**config.mk**
```make
export PLATFORM = sky130hd
export DESIGN_NAME = tdpr_bram_param_flat
export DESIGN_NICKNAME = d
export VERILOG_FILES = /design/src/rtl/tdpr_bram_param_if.sv /design/src/rtl/tdpr_bram_param.sv /design/src/flat_wrapper.sv
export SDC_FILE = /design/constraint.sdc
export NUM_CORES = 2
export LEC_CHECK = 0
export ABC_AREA = 0
export ABC_CLOCK_PERIOD_IN_PS = 2450
export CAP_MARGIN = 15
export CORE_UTILIZATION = 30
export DETAILED_ROUTE_END_ITERATION = 6
export GPL_ROUTABILITY_DRIVEN = 0
export PLACE_DENSITY_LB_ADDON = 0.08
export REMOVE_ABC_BUFFERS = 1
export SYNTH_ARGS = -nofsm -noshare
export SYNTH_HDL_FRONTEND = slang
export SYNTH_SLANG_ARGS = --single-unit
```
**constraint.sdc**
```tcl
create_clock -name clk -period 2.45 [get_ports clk]
set_clock_uncertainty 0.2 [all_clocks]
set_input_delay 0.49 -clock clk [delete_from_list [all_inputs] [get_ports clk]]
set_output_delay 0.49 -clock clk [all_outputs]
set_load 0.01 [all_outputs]
```
**src/rtl/tdpr_bram_param_if.sv**
```systemverilog
// One port of the true dual-port RAM: the access request and the read response.
// The RAM top takes two of these, one for port A and one for port B.
interface tdpr_bram_param_if #(
  parameter int DATA_W = 8,
  parameter int ADDR_W = 8
);
  logic              en;
  logic              we;
  logic [ADDR_W-1:0] addr;
  logic [DATA_W-1:0] din;
  logic [DATA_W-1:0] dout;
  logic              dout_valid;

  modport master (output en, we, addr, din, input  dout, dout_valid);
  modport slave  (input  en, we, addr, din, output dout, dout_valid);
endinterface

```
**src/rtl/tdpr_bram_param.sv**
```systemverilog
// Inferred true dual-port RAM with per-port write modes, 1- or 2-cycle read latency and read-valid flags.
// Optional `TDPR_COLLISION_FLAG_EN adds the collision / collision_ww outputs.

module tdpr_port_pipe #(
  parameter int DATA_W = 8,
  parameter int STAGES = 1
) (
  input  logic              clk,
  input  logic              rst_n,
  input  logic              ld,
  input  logic [DATA_W-1:0] ld_data,
  input  logic              rd,
  output logic [DATA_W-1:0] dout,
  output logic              dout_valid
);
  logic [STAGES:0]               vld_pipe;
  logic [STAGES:1]               vld_q;
  logic [STAGES:1][DATA_W-1:0]   dat_q;

  assign vld_pipe = {vld_q, rd};

  // Stage 1 only loads on an access that updates dout; later stages just follow it,
  // so a held value stays held at every latency.
  always_ff @(posedge clk or negedge rst_n) begin
    if (!rst_n) begin
      vld_q <= '0;
      dat_q <= '0;
    end else begin
      vld_q <= vld_pipe[STAGES-1:0];
      if (ld) dat_q[1] <= ld_data;
      for (int s = 2; s <= STAGES; s++) dat_q[s] <= dat_q[s-1];
    end
  end

  assign dout       = dat_q[STAGES];
  assign dout_valid = vld_pipe[STAGES];
endmodule

module tdpr_bram_param #(
  parameter int DATA_W  = 8,
  parameter int ADDR_W  = 8,
  parameter int DEPTH   = 256,
  parameter int WMODE_A = 0,
  parameter int WMODE_B = 0,
  parameter int OUT_REG = 0
) (
  input  logic             clk,
  input  logic             rst_n,
  tdpr_bram_param_if.slave port_a,
  tdpr_bram_param_if.slave port_b
`ifdef TDPR_COLLISION_FLAG_EN
  ,
  output logic             collision,
  output logic             collision_ww
`endif
);
  localparam int NUM_PORTS = 2;
  localparam int STAGES    = (OUT_REG != 0) ? 2 : 1;
  localparam int IDX_W     = (DEPTH > 1) ? $clog2(DEPTH) : 1;
  localparam logic [ADDR_W:0] DEPTH_L = (ADDR_W+1)'(DEPTH);

  if (DEPTH < 1 || longint'(DEPTH) > (longint'(1) << ADDR_W)) begin : g_bad_depth
    $fatal(1, "tdpr_bram_param: DEPTH=%0d does not fit ADDR_W=%0d", DEPTH, ADDR_W);
  end
  if (WMODE_A < 0 || WMODE_A > 2 || WMODE_B < 0 || WMODE_B > 2) begin : g_bad_wmode
    $fatal(1, "tdpr_bram_param: WMODE_A=%0d WMODE_B=%0d, legal range 0..2", WMODE_A, WMODE_B);
  end
  if (DATA_W < 1 || DATA_W > 64) begin : g_bad_width
    $fatal(1, "tdpr_bram_param: DATA_W=%0d, legal range 1..64", DATA_W);
  end

  typedef struct packed {
    logic              en;
    logic              we;
    logic [ADDR_W-1:0] addr;
    logic [DATA_W-1:0] din;
  } req_t;

  req_t [NUM_PORTS-1:0]              req;
  logic [NUM_PORTS-1:0]              in_rng;
  logic [NUM_PORTS-1:0]              wr;
  logic                              same_addr;
  logic                              wr_b;
  logic [NUM_PORTS-1:0][DATA_W-1:0]  dout;
  logic [NUM_PORTS-1:0]              dout_valid;

  // Declaration initialiser gives the all-zero power-up image; the array itself is never reset.
  logic [DATA_W-1:0] mem [DEPTH] = '{default: '0};

  assign req[0] = '{port_a.en, port_a.we, port_a.addr, port_a.din};
  assign req[1] = '{port_b.en, port_b.we, port_b.addr, port_b.din};

  for (genvar p = 0; p < NUM_PORTS; p++) begin : g_dec
    assign in_rng[p] = {1'b0, req[p].addr} < DEPTH_L;
    assign wr[p]     = req[p].en & req[p].we & in_rng[p];
  end

  // Write/write to one address: port A wins, port B's write is dropped.
  assign same_addr = req[0].addr == req[1].addr;
  assign wr_b      = wr[1] & ~(wr[0] & same_addr);

  always_ff @(posedge clk) begin
    if (wr[0]) mem[req[0].addr[IDX_W-1:0]] <= req[0].din;
    if (wr_b)  mem[req[1].addr[IDX_W-1:0]] <= req[1].din;
  end

  for (genvar p = 0; p < NUM_PORTS; p++) begin : g_port
    localparam int MODE = (p == 0) ? WMODE_A : WMODE_B;
    logic [DATA_W-1:0] rd_word;
    logic [DATA_W-1:0] ld_data;
    logic              ld;
    logic              rd;

    // rd_word is the pre-edge array word, so a reader colliding with a writer sees old data.
    always_comb begin
      rd_word = in_rng[p] ? mem[req[p].addr[IDX_W-1:0]] : '0;
      rd      = req[p].en & ~req[p].we;
      ld      = rd;
      ld_data = rd_word;
      if (req[p].en && req[p].we) begin
        if (MODE == 0)      ld = 1'b1;
        else if (MODE == 1) begin
          ld      = 1'b1;
          ld_data = req[p].din;
        end
      end
    end

    tdpr_port_pipe #(.DATA_W(DATA_W), .STAGES(STAGES)) u_pipe (
      .clk        (clk),
      .rst_n      (rst_n),
      .ld         (ld),
      .ld_data    (ld_data),
      .rd         (rd),
      .dout       (dout[p]),
      .dout_valid (dout_valid[p])
    );
  end

  assign port_a.dout       = dout[0];
  assign port_a.dout_valid = dout_valid[0];
  assign port_b.dout       = dout[1];
  assign port_b.dout_valid = dout_valid[1];

`ifdef TDPR_COLLISION_FLAG_EN
  logic                col_hit;
  logic                col_ww_hit;
  logic [STAGES:0]     col_pipe;
  logic [STAGES:0]     ww_pipe;
  logic [STAGES:1]     col_q;
  logic [STAGES:1]     ww_q;

  assign col_hit    = req[0].en & req[1].en & in_rng[0] & same_addr & (req[0].we | req[1].we);
  assign col_ww_hit = col_hit & req[0].we & req[1].we;
  assign col_pipe   = {col_q, col_hit};
  assign ww_pipe    = {ww_q, col_ww_hit};

  always_ff @(posedge clk or negedge rst_n) begin
    if (!rst_n) begin
      col_q <= '0;
      ww_q  <= '0;
    end else begin
      col_q <= col_pipe[STAGES-1:0];
      ww_q  <= ww_pipe[STAGES-1:0];
    end
  end

  assign collision    = col_pipe[STAGES];
  assign collision_ww = ww_pipe[STAGES];
`endif
endmodule

```
**src/flat_wrapper.sv**
```systemverilog
// flat-port wrapper written by rule: the top's interface ports become plain ports
module tdpr_bram_param_flat 
#(
  parameter int DATA_W  = 8,
  parameter int ADDR_W  = 8,
  parameter int DEPTH   = 256,
  parameter int WMODE_A = 0,
  parameter int WMODE_B = 0,
  parameter int OUT_REG = 0
)
  (clk, rst_n, port_a_en, port_a_we, port_a_addr, port_a_din, port_a_dout, port_a_dout_valid, port_b_en, port_b_we, port_b_addr, port_b_din, port_b_dout, port_b_dout_valid);
  tdpr_bram_param_if #(.DATA_W(DATA_W), .ADDR_W(ADDR_W)) port_a_i ();
  tdpr_bram_param_if #(.DATA_W(DATA_W), .ADDR_W(ADDR_W)) port_b_i ();
  input  logic clk;
  input  logic rst_n;
  input wire logic [$bits(port_a_i.en)-1:0] port_a_en;
  input wire logic [$bits(port_a_i.we)-1:0] port_a_we;
  input wire logic [$bits(port_a_i.addr)-1:0] port_a_addr;
  input wire logic [$bits(port_a_i.din)-1:0] port_a_din;
  output wire logic [$bits(port_a_i.dout)-1:0] port_a_dout;
  output wire logic [$bits(port_a_i.dout_valid)-1:0] port_a_dout_valid;
  input wire logic [$bits(port_b_i.en)-1:0] port_b_en;
  input wire logic [$bits(port_b_i.we)-1:0] port_b_we;
  input wire logic [$bits(port_b_i.addr)-1:0] port_b_addr;
  input wire logic [$bits(port_b_i.din)-1:0] port_b_din;
  output wire logic [$bits(port_b_i.dout)-1:0] port_b_dout;
  output wire logic [$bits(port_b_i.dout_valid)-1:0] port_b_dout_valid;
  assign port_a_i.en = port_a_en;
  assign port_a_i.we = port_a_we;
  assign port_a_i.addr = port_a_addr;
  assign port_a_i.din = port_a_din;
  assign port_a_dout = port_a_i.dout;
  assign port_a_dout_valid = port_a_i.dout_valid;
  assign port_b_i.en = port_b_en;
  assign port_b_i.we = port_b_we;
  assign port_b_i.addr = port_b_addr;
  assign port_b_i.din = port_b_din;
  assign port_b_dout = port_b_i.dout;
  assign port_b_dout_valid = port_b_i.dout_valid;
  tdpr_bram_param #(.DATA_W(DATA_W), .ADDR_W(ADDR_W), .DEPTH(DEPTH), .WMODE_A(WMODE_A), .WMODE_B(WMODE_B), .OUT_REG(OUT_REG)) u_core (.clk(clk), .rst_n(rst_n), .port_a(port_a_i), .port_b(port_b_i));
endmodule
```
==> summary.md <==
| Metric | Value |
|---|---|
| Dpl hpwl | `462000 µm` |
| Post-synth top area share | `between 40 and 50%` |
| Clk sinks | `2066` |
| Min Tclk post-route | `3.02 ns` |
| Gr ovfl total | `0` |
| CP Class | `reg2reg` |
| Sw Ratio | `a little over a quarter` |
| Failing checks | `negative setup slack` |
| Tightest Pin Transition | `1.00 ns` |
| Final worst path period share | `123%` |
| Pint | `between 60000 and 70000 µW` |
| Most common cell on crit path | `mux4_2` |
| Status | `finished, violations left` |
| Router iterations before antenna repair | `5` |
| Die width | `645 µm` |
| Core area | `410000 µm²` |
| Vias | `~90000` |
| Design Area, Final | `around 160000 µm²` |
| # setup viols final | `~1300` |
| CTS tree | `built` |
| Max IR drop VDD | `0.459 mV` |
| Final hold vios | `0` |
| Clk pin slew, worst setup/hold paths | `0.06 ns` |
| GRT Util Overall | `30.0%` |
| WP depth | `6` |
| Syn Inst Count | `7820` |
| Crit-path slowest cell | `mux4_2` |
| Required time of the worst setup path | `3.08 ns` |
| Setup crit end | `u_core.g_port[1].u_pipe.dout[1]` |
| Wire per inst | `42.6 µm` |
| Area after DPL | `149000 µm²` |
| Count leader, synth | `mux2_2` |
| Slew HR | `33.2%` |
| Max Cap Viol | `0` |
| Dominant synthesized flop cell | `edfxtp_1` |
| Worst Setup Start Kind | `register` |
| Reg power frac | `42.4%` |
| FF-to-FF setup slack | `-0.57 ns` |
| Port-buffer cells | `55` |
| RR Startpoint | `u_core.mem[63][1]` |
| Clock root cell | `clkbuf_16` |
| Combinational fraction of design power | `between 10 and 15%` |
| Clk pwr share | `43.1%` |
| Io pins | `56` |
| Largest net degree at the start of global routing | `76` |
| CP cell instances | `mux4_2, mux4_2, a22oi_2, nand3_2, or4_4, o22a_1` |
| Die Y | `645 µm` |
| Crit path from | `u_core.mem[63][1]` |
| Total die area | `416000 µm²` |
| Power per Cell Area | `565 nW/µm²` |
| Largest area contributor in the netlist | `edfxtp_1` |
| Clk Latency, worst-skew pair | `0.96 ns` |
| CP Buf/Inv Count | `0` |
| Worst Hold Class | `in2reg` |
| Dpl cells | `roughly 14000` |
| Multi-input logic area | `between 60000 and 70000 µm²` |
| Clock Path Buffers | `4` |
| Routed Antenna Nets | `0` |
| Crit path largest cell delay | `0.62 ns` |
| Initial Util | `30.2%` |
| Cell family contributing the most delay on the critical path | `multiplexers` |
| Final net count | `9477` |
| Inserted Clock Buffers | `275` |
| Initial antenna violation count | `50` |
| R2R depth | `6` |
| Yosys reg bits | `2066` |
| Vias in the first global route | `approximately 89000` |
| RSZ-0062 raised after global routing | `true` |
| H-Tree Level Count | `5` |
| Pleak | `between 0.05 and 0.06 µW` |
| Syn Area/Cell | `15.8 µm²` |
| Final WL | `643000 µm` |
| Worst path arrival time | `3.64 ns` |
| Final Worst Setup Slack | `-0.568 ns` |
| Global-route wire length before repair | `850000 µm` |
| Layout Utilization | `39.8%` |
| Post-synthesis sequential area ratio | `about half` |
| Post-synth EDFFs | `2048` |
| Critical Path End Type | `register` |
| Synth warn | `0` |
| Via density | `5.93` |
| Synth cell count leaders | `2057 x mux2_2, 2048 x edfxtp_1, 1033 x mux4_2` |
| Setup TNS Final | `-78.44 ns` |
| Post-Layout Cell Count | `~15000` |
| Layout area overhead | `31.8%` |
| DR iter-0 viols | `11300` |
| Fillcell total | `38100` |
| Fmax | `331 MHz` |
| Synth cell types | `70` |
| Critical R2R Capture | `u_core.g_port[1].u_pipe.dout[1]` |
| Largest cells by area after synthesis | `edfxtp_1 50%, mux4_2 19%, mux2_2 19%, mux2i_1 2.2%, clkbuf_1 1.8%` |
| FF+latch area | `62000 µm²` |
| Cell Area, Synth | `124000 µm²` |
| Switching power total | `25000 µW` |
| Hold Path Stages | `2` |
| # rows | `approximately 240` |
| Ratio of cells with drive above 1 in the final layout | `64.3%` |
| Ys async rst share | `0.871%` |
| Tot Pwr | `92300 µW` |
| Fin. max-slew vios | `0` |
| Detailed-route DRC error count | `0` |
| Critical Path Fanout Max | `2` |
==> through the flow <==
| step | worst slack [ns] | hold slack [ns] |
|---|---|---|
| after floorplan | -1.46 | -0.00559 |
| final | -0.568 | 0.0623 |
| after CTS | -0.541 | 0.0000325 |
| after global placement | -2.22 | 0.394 |
| after global routing | -0.586 | 0.0598 |
| after detailed placement | -2.00 | 0.396 |
==> power groups by stage <==
stage | Combinational [µW] | Sequential [µW] | Clock (µW)
after global placement | 12400 | 39900 | 0
after detailed placement | 12500 | 39900 | 0
after floorplan | 4370 | 39800 | 0
after CTS | 12800 | 39200 | 40400
final | 13400 | 39200 | 39800
after global routing | 13600 | 39200 | 41400
==> cells in the final DEF (no fill, tap or decap), drive strengths merged, types with 9 or more instances in the layout <==
cell           instances
nor2                 203
clkdlybuf4s15          9
clkbuf               378
nor3                  31
o22ai                231
mux2                2074
nor4                  14
nand4                 13
nand3                 54
nor2b                 33
edfxtp              2048
dlygate4sd3           11
nand2b                20
nand2                331
nand3b                12
a211oi                29
o2111ai                9
a22oi                 86
buf                 2209
a32oi                 14
or3b                   9
o21ai                163
clkinv                99
diode                 16
bufinv                10
dfrtp                 18
a31oi                 25
o22a                  10
a21oi                 52
mux4                1039
a22o                   9
and2                  12
inv                   13
mux2i                267
a32o                   9
a311oi                10
==> layer usage <==
layer	vias to the layer above	share of wire, %	GRT usage, %
met4	4	4.8	11.8
li1	35500	-	-
met5	-	0.0042	0
met1	49100	42	40.7
met2	4297	46	48.2
met3	855	7.1	4.66
==> flip-flops by register name, indices dropped and copies added (netlist names) <==
| signal | cells |
|---|---|
| u_core.g_port.u_pipe.dout_valid | 2 |
| u_core.mem | 2048 |
| u_core.g_port.u_pipe.dout | 16 |
==> worst register-to-register path: cells and delay by family (launching register included) <==
kind             cells  cell delay (ns)
multiplexers         2             1.17
AND/OR/NAND/NOR      2             0.68
flip-flops           1             0.45
AO/OA/AOI/OAI        2             0.41
==> layout make-up <==
class | instances | area share (%)
Clock buffer | 362 | 4.58
Tap cell | 5451 | 4.18
Sequential cell | 2066 | 38.0
Inverter | 5 | 0.0238
Multi-Input combinational cell | 4838 | 37.3
Clock inverter | 125 | 0.592
Timing Repair Buffer | 2253 | 15.4
Antenna cell | 16 | 0.0245
==> timing repair <==
item                       in CTS  in global routing
hold endpoints to repair       97                  0
resized for setup             374                482
hold buffers                   11                  0
gates cloned                    8                 16
pin swaps                      58                113
buffers inserted               39                144
setup endpoints to repair    4094               3138
==> worst min path at each step <==
stage	start	to
after floorplan	rst_n	u_core.g_port[0].u_pipe.dout[0]
after global placement	rst_n	u_core.g_port[0].u_pipe.dout[3]
after detailed placement	rst_n	u_core.g_port[0].u_pipe.dout[6]
after CTS	port_a_din[7]	u_core.mem[130][7]
after global routing	port_a_din[7]	u_core.mem[130][7]
final	port_a_din[7]	u_core.mem[130][7]
==> logic make-up (layout without fill, tap and decap cells) <==
logic type | Yosys count | after routing | share of synthesized area, %
and+or+nand+nor | 754 | 755 | 3.01
buffers and inverters | 917 | 2745 | 3.40
xor gates and xnor gates | 8 | 8 | 0.0566
DFF | 2066 | 2066 | 50.0
AOI/OAI and AO/OA | 695 | 695 | 3.63
other | 0 | 16 | 0
muxes | 3380 | 3380 | 39.9
Note: power is estimated with default switching activity, not from simulation.
